### src/rtl/reg_bus_arb.sv
// reg_bus_arb: arbitrates two requesters onto a single-outstanding register bus.
// Each accepted transaction runs IDLE -> ISSUE (one-cycle bus strobe), then
// returns to IDLE for a write or passes through CAPT for a read.
// Ports:
//   clk, rst_n                    clock, asynchronous active-low reset
//   reqN_valid/rw/addr/wdata      requester N transaction, held until ready
//   reqN_ready                    combinational acceptance strobe (IDLE only)
//   reqN_done                     one-cycle completion pulse to requester N
//   reqN_rdata                    last read data returned to requester N
//   valid/rw/addr_to_reg/data_to_reg  register-bus request
//   data_in_reg                   register-bus read data, valid the cycle after the strobe
//   busy                          high whenever the FSM is not in IDLE
module reg_bus_arb #(
  parameter bit PRIO_FIX = 1'b0,
  localparam int unsigned AW = 4,
  localparam int unsigned DW = 8
) (
  input  logic          clk,
  input  logic          rst_n,
  input  logic          req0_valid,
  input  logic          req0_rw,
  input  logic [AW-1:0] req0_addr,
  input  logic [DW-1:0] req0_wdata,
  input  logic          req1_valid,
  input  logic          req1_rw,
  input  logic [AW-1:0] req1_addr,
  input  logic [DW-1:0] req1_wdata,
  output logic          req0_ready,
  output logic          req1_ready,
  output logic          req0_done,
  output logic          req1_done,
  output logic [DW-1:0] req0_rdata,
  output logic [DW-1:0] req1_rdata,
  output logic          valid,
  output logic          rw,
  output logic [AW-1:0] addr_to_reg,
  output logic [DW-1:0] data_to_reg,
  input  logic [DW-1:0] data_in_reg,
  output logic          busy
);

  typedef enum logic [1:0] {IDLE, ISSUE, CAPT} state_e;

  state_e        state_q, state_d;
  logic          owner_q;
  logic          last_q;
  logic          rw_q;
  logic [AW-1:0] addr_q;
  logic [DW-1:0] wdata_q;
  logic [DW-1:0] rdata0_q, rdata1_q;
  logic          done0_q, done0_d;
  logic          done1_q, done1_d;
  logic          pick1;
  logic          accept;
  logic          ready0, ready1;
  logic          capt_en;

  // Winner selection: fixed priority favours req0; round-robin favours the
  // requester that did not win last time when both are pending.
  always_comb begin
    if (PRIO_FIX) pick1 = req1_valid & ~req0_valid;
    else          pick1 = req1_valid & (~req0_valid | ~last_q);
  end

  // Next-state, acceptance and completion decode.
  always_comb begin
    state_d = state_q;
    accept  = 1'b0;
    ready0  = 1'b0;
    ready1  = 1'b0;
    done0_d = 1'b0;
    done1_d = 1'b0;
    capt_en = 1'b0;
    case (state_q)
      IDLE: begin
        // rst_n gating keeps ready low while reset is held
        if ((req0_valid | req1_valid) && rst_n) begin
          accept  = 1'b1;
          ready0  = ~pick1;
          ready1  = pick1;
          state_d = ISSUE;
        end
      end
      ISSUE: begin
        if (rw_q) begin
          state_d = IDLE;
          done0_d = ~owner_q;
          done1_d = owner_q;
        end else begin
          state_d = CAPT;
        end
      end
      CAPT: begin
        state_d = IDLE;
        capt_en = 1'b1;
        done0_d = ~owner_q;
        done1_d = owner_q;
      end
      default: state_d = IDLE;
    endcase
  end

  // State and completion pulses.
  always_ff @(posedge clk or negedge rst_n) begin
    if (!rst_n) begin
      state_q <= IDLE;
      done0_q <= 1'b0;
      done1_q <= 1'b0;
    end else begin
      state_q <= state_d;
      done0_q <= done0_d;
      done1_q <= done1_d;
    end
  end

  // Captured transaction; these registers also drive the bus, so the bus
  // fields hold their last values outside ISSUE.
  always_ff @(posedge clk or negedge rst_n) begin
    if (!rst_n) begin
      owner_q <= 1'b0;
      last_q  <= 1'b1;
      rw_q    <= 1'b0;
      addr_q  <= '0;
      wdata_q <= '0;
    end else if (accept) begin
      owner_q <= pick1;
      last_q  <= pick1;
      rw_q    <= pick1 ? req1_rw    : req0_rw;
      addr_q  <= pick1 ? req1_addr  : req0_addr;
      wdata_q <= pick1 ? req1_wdata : req0_wdata;
    end
  end

  // Read data returns only to the owning requester.
  always_ff @(posedge clk or negedge rst_n) begin
    if (!rst_n) begin
      rdata0_q <= '0;
      rdata1_q <= '0;
    end else if (capt_en) begin
      if (owner_q) rdata1_q <= data_in_reg;
      else         rdata0_q <= data_in_reg;
    end
  end

  assign req0_ready  = ready0;
  assign req1_ready  = ready1;
  assign req0_done   = done0_q;
  assign req1_done   = done1_q;
  assign req0_rdata  = rdata0_q;
  assign req1_rdata  = rdata1_q;
  assign valid       = (state_q == ISSUE);
  assign rw          = rw_q;
  assign addr_to_reg = addr_q;
  assign data_to_reg = wdata_q;
  assign busy        = (state_q != IDLE);

endmodule

### config.mk
export PLATFORM = sky130hd
export DESIGN_NAME = reg_bus_arb
export DESIGN_NICKNAME = d
export VERILOG_FILES = /design/src/rtl/reg_bus_arb.sv
export SDC_FILE = /design/constraint.sdc
export NUM_CORES = 1
export LEC_CHECK = 0
export CORE_AREA = 5 5 69 71
export CTS_BUF_LIST = sky130_fd_sc_hd__clkbuf_16
export DETAILED_ROUTE_END_ITERATION = 12
export DIE_AREA = 0 0 74 76
export PLACE_DENSITY_LB_ADDON = 0.25
export SYNTH_ARGS = -nofsm -noshare
export SYNTH_HDL_FRONTEND = slang
export SYNTH_SLANG_ARGS = --single-unit
### constraint.sdc
create_clock -name clk -period 1.88 [get_ports clk]
set_clock_uncertainty 0.2 [all_clocks]
set_input_delay 0.376 -clock clk [delete_from_list [all_inputs] [get_ports clk]]
set_output_delay 0.376 -clock clk [all_outputs]
set_load 0.01 [all_outputs]
==> Flow_metrics.wiki, run 1 <==
{| class="wikitable"
! Metric !! Value
|-
| WHS || -2.55 ps
|-
| Failing checks || hold timing
|-
| Standard cell area after detailed placement || 0.00242 sq mm
|-
| Portion of the post-synthesis area used by sequential elements || 56.4%
|-
| Final Instance Area || ~0.0027 sq mm
|-
| FP Rows || 24
|-
| Number of antenna diodes || 0
|-
| Minimum period implied by the final worst setup slack || approximately 1900 ps
|-
| Cell type with the highest occurrence count on the critical path || inv_2
|-
| Post-route antenna net violation count || 0
|-
| Core Box Area || 0.00417 sq mm
|-
| Most common cell after layout, fill and taps aside || clkdlybuf4s50_1
|-
| Starting Density || 37.3%
|-
| Number of design rule violations left after detail routing || 0
|-
| Setup repair after global routing missed its margin || true
|-
| Critical path fanouts, max || 3
|-
| Pin count of the biggest net entering global routing || 26
|-
| Ratio of total power to cell area || 1660 mW/mm^2
|-
| Syn Nets || roughly 180
|-
| Final-report hold violation count || 6
|-
| Count of maximum capacitance violations || 0
|-
| Synthesized flop and latch total || 35
|-
| Category of the worst setup path launch point || register
|-
| Detailed Place HPWL || 3.12 mm
|-
| Number of buffers added on ports || 72
|-
| Result of the run || finished, violations left
|-
| GR Util All Layers || 16.1%
|-
| Slew at the pin closest to its max-slew limit || roughly 340 ps
|-
| Delay of the slowest cell on the worst path || between 300 and 400 ps
|-
| Total clock sinks || 35
|-
| Filler cell count || 311
|-
| Timing-limited maximum frequency || 0.532 GHz
|-
| Post-synth cell types || 21
|-
| Kind of capture point of the worst setup path || output pin
|-
| Max transition margin || 77.5%
|-
| H-tree lvl count || 2
|-
| Cell type group with the largest total delay on the critical path || flip-flops
|-
| Setup-failing EPs final || 0
|-
| Mapped Area || 0.00156 sq mm
|-
| Die extent in y || between 70 and 80 um
|-
| Class of the most critical setup path || register to output pin
|-
| Post-route clock period utilization || 99.9%
|-
| Critical path required time || 1300 ps
|-
| Aggregate routed wire length || ~4.2 mm
|-
| Die width || 74 um
|-
| Maximum ir drop on the vdd rail || approximately 0.7 mV
|-
| Die area || around 0.0056 sq mm
|-
| Layout overhead on the synthesized area || 71.6%
|-
| LEAKAGE || approximately 1.2 nW
|-
| Number of placed I/O pins || 73
|-
| Total clock buffers created by CTS || 5
|-
| Starting DRT DRC Count || 34
|-
| Slowest-stage cell, CP || dfrtp_1
|-
| Total number of nets in the final design || 276
|-
| Classification of the worst-slack hold path || input pin to async pin
|-
| Commonest non-fill, non-tap cells in the layout || 65 x clkdlybuf4s50_1, 34 x dfrtp_1, 29 x a21oi_1
|-
| Via count of the first global-routing pass || between 1000 and 1500
|-
| CP Data Arrival Time || around 1300 ps
|-
| Skew-Pair Late Insertion Delay || between 200 and 300 ps
|-
| Mean instance size in the synthesized netlist || ~11 sq um
|-
| TritonCTS clock tree || yes
|-
| Library cell used as clock root buffer || clkbuf_16
|-
| Number of warnings issued by yosys || 0
|-
| Fraction of layout cells with a size suffix above 1 || 26.4%
|-
| Via density per instance || 4.68
|-
| Cell-by-cell trace of the critical path || inv_2 -> ha_4 -> o211a_4 -> nand2_2 -> inv_2 -> buf_6
|-
| Wire length of the first global-routing pass || 7.03 mm
|-
| Accumulated negative setup slack || 0 ps
|-
| Via count || about 1300
|-
| Post-Place Setup Slack || -618 ps
|-
| Total overflow reported by the global router || 0
|-
| Final Worst Setup Slack || 1.35 ps
|-
| Number of max-slew violations in the final report || 0
|-
| Initial antenna violation count || 0
|-
| Weighted congestion reported at the end of routability-driven placement || 0.808
|-
| CTS clk-pin slew, worst paths || 50 ps
|-
| Buffer and inverter count on the worst path || 3
|-
| Total iterations of the first detailed-routing run || 3
|-
| Number of buffers on the longest clock path || 2
|-
| Gate Count Post-Synth || 139
|-
| WL per Instance || 14.6 um
|}
-- report_power, final --
group	total, mW	switching, mW	internal (mW)	leakage, nW
registers	1.34	0.206	1.13	0.407
logic	2.04	0.822	1.22	0.671
clock network	1.05	0.297	0.754	0.0952
total	4.43	1.32	3.10	1.17
-- layer usage --
metal  routed length, um  up-vias  global-route usage (%)
met5                   0        -                       0
met4                  48        0                    4.53
met3                 312        6                    5.28
met2                2140       51                    27.2
met1                1690      626                    19.2
li1                    -      659                       -
-- cell type report --
class / count / area, sq um / area share [%]
Clock buffer: 5 / 125 / 4.68
Clock inverter: 3 / 63.8 / 2.39
Inverter: 4 / 15.0 / 0.562
Multi-Input combinational cell: 95 / 662 / 24.8
Sequential cell: 35 / 877 / 32.8
Tap cell: 52 / 65.1 / 2.44
Timing Repair Buffer: 93 / 863 / 32.3
-- what timing repair did --
action                                  in CTS  in global routing
hold endpoints to repair                     9                  0
resized for setup                           24                  8
pin swaps                                    1                  1
hold buffers                                 1                  0
gates cloned                                 0                  0
setup buffers                                2                  1
endpoints found under the setup margin       4                 11
-- through the flow --
step | std cells | util (%) | total power [mW]
after CTS | 286 | 63.1 | 4.42
after floorplan | 139 | - | 2.17
after detailed placement | 275 | 57.9 | 3.30
final | 287 | 64.0 | 4.43
after global placement | 275 | 57.9 | 3.24
after global routing | 287 | 64.0 | 4.72
-- worst register-to-register path, stage by stage (launching register included) --
cell and delay, ps:
dfrtp_1 390, inv_2 90, buf_4 110, buf_4 110
ha_4 150, nor2b_2 150, buf_6 160, mux2_2 330
-- logic make-up after synthesis --
family,Yosys count,share of synthesized area (%)
adder cells (fa/ha/maj),4,3.22
AO/OA/AOI/OAI,36,14.9
AND/OR/NAND/NOR,39,10.0
buffers and inverters,9,3.94
multiplexers,16,11.6
flip-flops,35,56.4
-- path summary, 6_finish.rpt --
path	cells after the start	start	to	slack [ps]
hold / removal	2	rst_n	state_q[1]	-3
setup / recovery	6	state_q[0]	req1_ready	1
hold reg to reg	1	req1_rdata[2]	req1_rdata[2]	300
min in group clk	3	rst_n	state_q[0]	280
max in group asynchronous	3	rst_n	last_q	760
setup reg to reg	7	state_q[0]	req0_rdata[5]	90
-- synth_stat cells, drive strengths merged --
cell | n | area share, %
dfrtp | 34 | 55
mux2 | 16 | 12
nand3 | 1 | 0.32
a21boi | 1 | 1.2
nand2b | 1 | 0.40
nor2b | 1 | 0.40
nor2 | 15 | 3.6
o21ai | 2 | 0.64
nor3b | 1 | 0.48
a21bo | 1 | 0.64
nand2 | 20 | 4.8
ha | 4 | 3.2
inv | 4 | 0.96
buf | 5 | 3.0
a21oi | 30 | 9.9
o211a | 1 | 1.1
o211ai | 1 | 1.4
dfstp | 1 | 1.7
Note: power is estimated with default switching activity, not from simulation.
==> run 2, diff against run 1 <==
Settings changed: PLACE_DENSITY set to 0.76, PLACE_DENSITY_LB_ADDON 0.25 to not set.
==> Flow_metrics.wiki, run 2 (synthesis results as in run 1) <==
{| class="wikitable"
! Metric !! Value
|-
| Result of the run || finished clean (was finished, violations left)
|-
| Final core area utilization || 61.7% (was 64.0%)
|-
| Timing-limited maximum frequency || 0.536 GHz (was 0.532 GHz)
|-
| Via count || 1345 (was 1342)
|-
| WHS || 32.9 ps (was -2.55 ps)
|-
| Number of placed I/O pins || 73 (unchanged)
|-
| Number of max-slew violations in the final report || 0 (unchanged)
|-
| TritonCTS clock tree || yes (unchanged)
|-
| H-tree lvl count || 2 (unchanged)
|-
| Commonest non-fill, non-tap cells in the layout || 65 x clkdlybuf4s50_1, 34 x dfrtp_1, 29 x a21oi_1 (unchanged)
|-
| Post-layout total power || 4.07 mW (was 4.43 mW)
|-
| GR Util All Layers || 14.9% (was 16.1%)
|-
| Setup-failing EPs final || 0 (unchanged)
|-
| Logic depth of the worst setup path including buffers || 6 (unchanged)
|-
| Met1 WL || 1.67 mm (was 1.69 mm)
|-
| Total clock sinks || 35 (unchanged)
|-
| Minimum period implied by the final worst setup slack || 1870 ps (was 1880 ps)
|-
| Category of the worst setup path launch point || register (unchanged)
|-
| Classification of the worst-slack hold path || input pin to async pin (unchanged)
|-
| Initial antenna violation count || 0 (unchanged)
|-
| Slew at the pin closest to its max-slew limit || 397 ps (was 338 ps)
|-
| Total area of multi-input combinational cells || 638 sq um (was 662 sq um)
|-
| CTS clk-pin slew, worst paths || 50 ps (about the same)
|-
| Number of buffers added on ports || 72 (unchanged)
|-
| Via count of the first global-routing pass || 1357 (was 1462)
|-
| Number of design rule violations left after detail routing || 0 (unchanged)
|-
| Total clock buffers created by CTS || 5 (unchanged)
|-
| Starting Density || 37.3% (unchanged)
|-
| Die width || 74 um (unchanged)
|-
| Routed wl met2 || 2.15 mm (was 2.14 mm)
|-
| CP Data Arrival Time || 1290 ps (was 1300 ps)
|-
| Post-route clock period utilization || 99.3% (was 99.9%)
|-
| Total overflow reported by the global router || 0 (unchanged)
|-
| LEAKAGE || 1.13 nW (was 1.17 nW)
|-
| Fraction of layout cells with a size suffix above 1 || 23.8% (was 26.4%)
|-
| Via density per instance || 4.75 (was 4.68)
|-
| Cell type with the highest occurrence count on the critical path || inv_2 (unchanged)
|-
| Cell-by-cell trace of the critical path || inv_2 -> ha_4 -> o211a_4 -> nand2_4 -> inv_2 -> buf_6 (was inv_2 -> ha_4 -> o211a_4 -> nand2_2 -> inv_2 -> buf_6)
|-
| Die extent in y || 76 um (unchanged)
|-
| Skew-Pair Late Insertion Delay || 260 ps (was 280 ps)
|-
| Wire length of the first global-routing pass || 6.64 mm (was 7.03 mm)
|-
| Die area || 0.00562 sq mm (unchanged)
|-
| Reg2reg path depth || 5 (was 7)
|-
| Post-Place Setup Slack || -647 ps (was -618 ps)
|-
| Buffer and inverter count on the worst path || 3 (unchanged)
|-
| Most common cell after layout, fill and taps aside || clkdlybuf4s50_1 (unchanged)
|-
| Aggregate routed wire length || 4.07 mm (was 4.19 mm)
|-
| Critical path fanouts, max || 3 (unchanged)
|-
| Class of the most critical setup path || register to output pin (unchanged)
|-
| Starting DRT DRC Count || 48 (was 34)
|-
| Kind of capture point of the worst setup path || output pin (unchanged)
|-
| Layout overhead on the synthesized area || 65.4% (was 71.6%)
|-
| Final Worst Setup Slack || 13.8 ps (was 1.35 ps)
|-
| Post-route antenna net violation count || 0 (unchanged)
|-
| Pin count of the biggest net entering global routing || 33 (was 26)
|-
| Final-report hold violation count || 0 (was 6)
|-
| Weighted congestion reported at the end of routability-driven placement || 0.751 (was 0.808)
|-
| Critical path required time || 1300 ps (about the same)
|-
| Total iterations of the first detailed-routing run || 4 (was 3)
|-
| Core Box Area || 0.00417 sq mm (unchanged)
|-
| Number of buffers on the longest clock path || 2 (unchanged)
|-
| Detailed Place HPWL || 3.09 mm (was 3.12 mm)
|-
| Ratio of total power to cell area || 1580 mW/mm^2 (was 1660 mW/mm^2)
|-
| Sequential cell area || 877 sq um (unchanged)
|-
| Cell type group with the largest total delay on the critical path || flip-flops (unchanged)
|-
| Library cell used as clock root buffer || clkbuf_16 (unchanged)
|-
| Routed length on met3 || 217 um (was 312 um)
|-
| WL per Instance || 14.4 um (was 14.6 um)
|-
| Setup repair after global routing missed its margin || true (unchanged)
|-
| Number of antenna diodes || 0 (unchanged)
|-
| Slowest-stage cell, CP || dfrtp_1 (unchanged)
|-
| Delay of the slowest cell on the worst path || 400 ps (was 390 ps)
|-
| Post CTS Setup Buffer Count || 0 (was 2)
|-
| FP Rows || 24 (unchanged)
|-
| Filler cell count || 359 (was 311)
|-
| Count of maximum capacitance violations || 0 (unchanged)
|-
| Total number of nets in the final design || 272 (was 276)
|-
| Accumulated negative setup slack || 0 ps (unchanged)
|-
| Max layer used || met4 (unchanged)
|-
| Maximum ir drop on the vdd rail || 0.928 mV (was 0.707 mV)
|-
| Max transition margin || 73.5% (was 77.5%)
|}
-- run 2: changes by cell type in the layout (fill, tap and decap cells not counted), sizes merged --
| cell | previous run | this run |
|---|---|---|
| clkdlybuf4s15 | 0 | 2 |
| dlygate4sd2 | 2 | 1 |
| bufinv | 2 | 0 |
| buf | 24 | 20 |
| clkinv | 0 | 1 |
| clkbuf | 6 | 5 |
| clkinvlp | 0 | 1 |
-- run 2: per-stage QoR --
stage	instances	area [sq um]
floorplan	139	1560
global placement	274	2410
detailed placement	274	2410
CTS	283	2570
global route	283	2570
finish	283	2570
-- run 2: per-layer routing --
layer | vias to the layer above | global-route usage [%]
met1 | 648 | 18.7
li1 | 659 | -
met5 | - | 0
met4 | 0 | 2.17
met2 | 34 | 25.8
met3 | 4 | 3.83
-- run 2: what timing repair did --
action	in CTS	in global routing
resized for setup	20	6
hold buffers	1	0
setup endpoints to repair	4	4
endpoints found under the hold margin	2	0
pin swaps	1	1
-- run 2: cell type report --
type	count	share of cell area (%)
clock buffers	5	4.86
clock inverters	3	0.632
inverters	4	0.583
multi-input cells	95	24.8
flip-flops and latches	35	34.1
well taps	52	2.53
repair buffers	89	32.5
-- run 2: where the power goes --
| part | switching, mW | leakage, nW | internal (mW) |
|---|---|---|---|
| combinational | 0.810 | 0.648 | 1.16 |
| sequential | 0.208 | 0.407 | 1.13 |
| clock | 0.281 | 0.0710 | 0.482 |
-- run 2: worst register-to-register path, stage by stage (launching register included) --
cell     delay [ps]
dfrtp_1         370
inv_2            70
buf_4           140
ha_1            220
nand2_1         310
mux2_2          380
-- run 2: worst paths after layout --
kind,start,end,slack [ps]
worst max-delay path,state_q[0],req1_ready,10
worst min-delay path,rst_n,addr_to_reg[1],30
worst max register to register,state_q[0],req1_rdata[6],80
worst min register to register,req1_rdata[7],req1_rdata[7],300
max in group asynchronous,rst_n,last_q,840
min in group clk,req1_rdata[7],req1_rdata[7],300
==> run 3, diff against run 2 <==
Settings changed: RECOVER_POWER set to 50.
==> Flow_metrics.wiki, run 3 (synthesis results as in run 1) <==
{| class="wikitable"
! Metric !! Value
|-
| Starting DRT DRC Count || 52 (was 48)
|-
| Maximum ir drop on the vdd rail || 0.929 mV (was 0.928 mV)
|-
| First element of the critical path || state_q[0] (unchanged)
|-
| Total clock sinks || 35 (unchanged)
|-
| Cell type with the highest occurrence count on the critical path || inv_2 (unchanged)
|-
| Total overflow reported by the global router || 0 (unchanged)
|-
| Total number of nets in the final design || 272 (unchanged)
|-
| Total iterations of the first detailed-routing run || 4 (unchanged)
|-
| Buffer and inverter count on the worst path || 3 (unchanged)
|-
| Slowest-stage cell, CP || dfrtp_1 (unchanged)
|-
| Slew at the pin closest to its max-slew limit || 772 ps (was 397 ps)
|-
| Accumulated negative setup slack || 0 ps (unchanged)
|-
| Detailed Place HPWL || 3.09 mm (unchanged)
|-
| Delay of the slowest cell on the worst path || 400 ps (about the same)
|-
| Post CTS Setup Buffer Count || 0 (unchanged)
|-
| Result of the run || finished clean (unchanged)
|-
| Fraction of layout cells with a size suffix above 1 || 23.4% (was 23.8%)
|-
| Post-route antenna net violation count || 0 (unchanged)
|-
| Relative contribution of the clock network to total power || 18.8% (about the same)
|-
| Cell type group with the largest total delay on the critical path || flip-flops (unchanged)
|-
| GR Util All Layers || 14.9% (unchanged)
|-
| Setup slack of the worst register-to-register path || 80 ps (about the same)
|-
| Critical path required time || 1300 ps (about the same)
|-
| Number of antenna diodes || 0 (unchanged)
|-
| Die extent in y || 76 um (unchanged)
|-
| Int Power || 2.76 mW (was 2.77 mW)
|-
| Number of buffers added on ports || 72 (unchanged)
|-
| End of the worst register-to-register path || req1_rdata[6] (unchanged)
|-
| Count of maximum capacitance violations || 0 (unchanged)
|-
| Via count of the first global-routing pass || 1357 (unchanged)
|-
| Switching power summed over all nets || 1.30 mW (about the same)
|-
| Die width || 74 um (unchanged)
|-
| Filler cell count || 362 (was 359)
|-
| CP Data Arrival Time || 1290 ps (about the same)
|-
| Most common cell after layout, fill and taps aside || clkdlybuf4s50_1 (unchanged)
|-
| FP Rows || 24 (unchanged)
|-
| Commonest non-fill, non-tap cells in the layout || 65 x clkdlybuf4s50_1, 34 x dfrtp_1, 29 x a21oi_1 (unchanged)
|-
| WHS || 177 ps (was 32.9 ps)
|-
| Die area || 0.00562 sq mm (unchanged)
|-
| Number of placed I/O pins || 73 (unchanged)
|-
| Aggregate routed wire length || 4.06 mm (was 4.07 mm)
|-
| Post-layout total power || 4.06 mW (was 4.07 mW)
|-
| Layout overhead on the synthesized area || 64.8% (was 65.4%)
|-
| Ratio of total power to cell area || 1580 mW/mm^2 (about the same)
|-
| Reg2reg path depth || 5 (unchanged)
|-
| Standard cell area after detailed placement || 0.00241 sq mm (unchanged)
|-
| Portion of total power attributed to combinational logic || 48.3% (was 48.4%)
|-
| Weighted congestion reported at the end of routability-driven placement || 0.751 (unchanged)
|-
| Wire length of the first global-routing pass || 6.64 mm (unchanged)
|-
| Beginning of the worst register-to-register path || state_q[0] (unchanged)
|-
| Setup repair after global routing missed its margin || true (unchanged)
|-
| Max transition margin || 48.5% (was 73.5%)
|-
| Library cell used as clock root buffer || clkbuf_16 (unchanged)
|-
| Total clock buffers created by CTS || 5 (unchanged)
|-
| Kind of capture point of the worst setup path || output pin (unchanged)
|-
| Pin count of the biggest net entering global routing || 33 (unchanged)
|-
| Final Instance Area || 0.00256 sq mm (was 0.00257 sq mm)
|-
| H-tree lvl count || 2 (unchanged)
|-
| LEAKAGE || 1.12 nW (was 1.13 nW)
|-
| Post-route clock period utilization || 99.2% (was 99.3%)
|-
| Cell-by-cell trace of the critical path || inv_2 -> ha_4 -> o211a_4 -> nand2_4 -> inv_2 -> buf_6 (unchanged)
|-
| Via density per instance || 4.73 (was 4.75)
|-
| Core Box Area || 0.00417 sq mm (unchanged)
|-
| TritonCTS clock tree || yes (unchanged)
|-
| CTS clk-pin slew, worst paths || 50 ps (about the same)
|-
| Total area of multi-input combinational cells || 638 sq um (unchanged)
|-
| Number of max-slew violations in the final report || 0 (unchanged)
|-
| Setup-failing EPs final || 0 (unchanged)
|-
| Number of buffers on the longest clock path || 2 (unchanged)
|-
| Via count || 1339 (was 1345)
|-
| Skew-Pair Late Insertion Delay || 260 ps (about the same)
|-
| Class of the most critical setup path || register to output pin (unchanged)
|-
| Classification of the worst-slack hold path || input pin to async pin (unchanged)
|-
| Sw Share || 32.0% (was 31.9%)
|-
| Category of the worst setup path launch point || register (unchanged)
|-
| Timing-limited maximum frequency || 0.536 GHz (about the same)
|-
| Share of total power in sequential cells || 32.9% (about the same)
|-
| Critical path fanouts, max || 3 (unchanged)
|-
| Minimum period implied by the final worst setup slack || 1870 ps (about the same)
|-
| Number of design rule violations left after detail routing || 0 (unchanged)
|-
| Sequential cell area || 877 sq um (unchanged)
|-
| Starting Density || 37.3% (unchanged)
|-
| Initial antenna violation count || 0 (unchanged)
|-
| Final-report hold violation count || 0 (unchanged)
|-
| WL per Instance || 14.4 um (about the same)
|}
run 3: cell count changes in the layout (fill, tap and decap cells not counted):
| cell | change |
|---|---|
| buf_4 | -3 |
| clkbuf_1 | +1 |
| clkbuf_2 | +2 |
run 3: power by group through the flow:
stage	clock (mW)	combinational (mW)	sequential (mW)
after global placement	0	1.92	1.33
after detailed placement	0	1.96	1.35
after CTS	0.779	1.99	1.34
after floorplan	0	0.682	1.49
final	0.763	1.96	1.34
after global routing	0.807	2.12	1.39
run 3: worst max path at each step:
stage,to,cells after the start
final,req1_ready,6
after global routing,req1_ready,6
after CTS,req1_ready,6
after detailed placement,req1_ready,5
after global placement,req1_ready,5
after floorplan,req1_ready,6
run 3: area by class of cell:
type,instances,area share [%]
Clock buffer,5,4.88
Clock inverter,3,0.634
Inverter,4,0.585
Multi-Input combinational cell,95,24.9
Sequential cell,35,34.2
Tap cell,52,2.54
Timing Repair Buffer,89,32.3
run 3: per-stage QoR:
step / std cells / setup WS (ps) / utilization [%]
floorplan: 139 / 91.3 / -
CTS: 283 / 3.41 / 61.7
global route: 283 / -41.7 / 61.5
global placement: 274 / -620 / 57.8
finish: 283 / 14.3 / 61.5
detailed placement: 274 / -647 / 57.8
run 3: repair_timing:
action	CTS	global route
cloned	0	0
pin swaps	1	1
endpoints found under the hold margin	2	0
gates resized for setup	20	6
endpoints found under the setup margin	4	4
hold buffers	1	0
run 3: per-layer routing:
layer  up-vias  GRT usage [%]  part of all wire, %
met4         0           2.17                 0.79
met1       640           18.7                   41
li1        659              -                    -
met3         4           3.83                  5.4
met2        36           25.8                   53
met5         -              0                    0
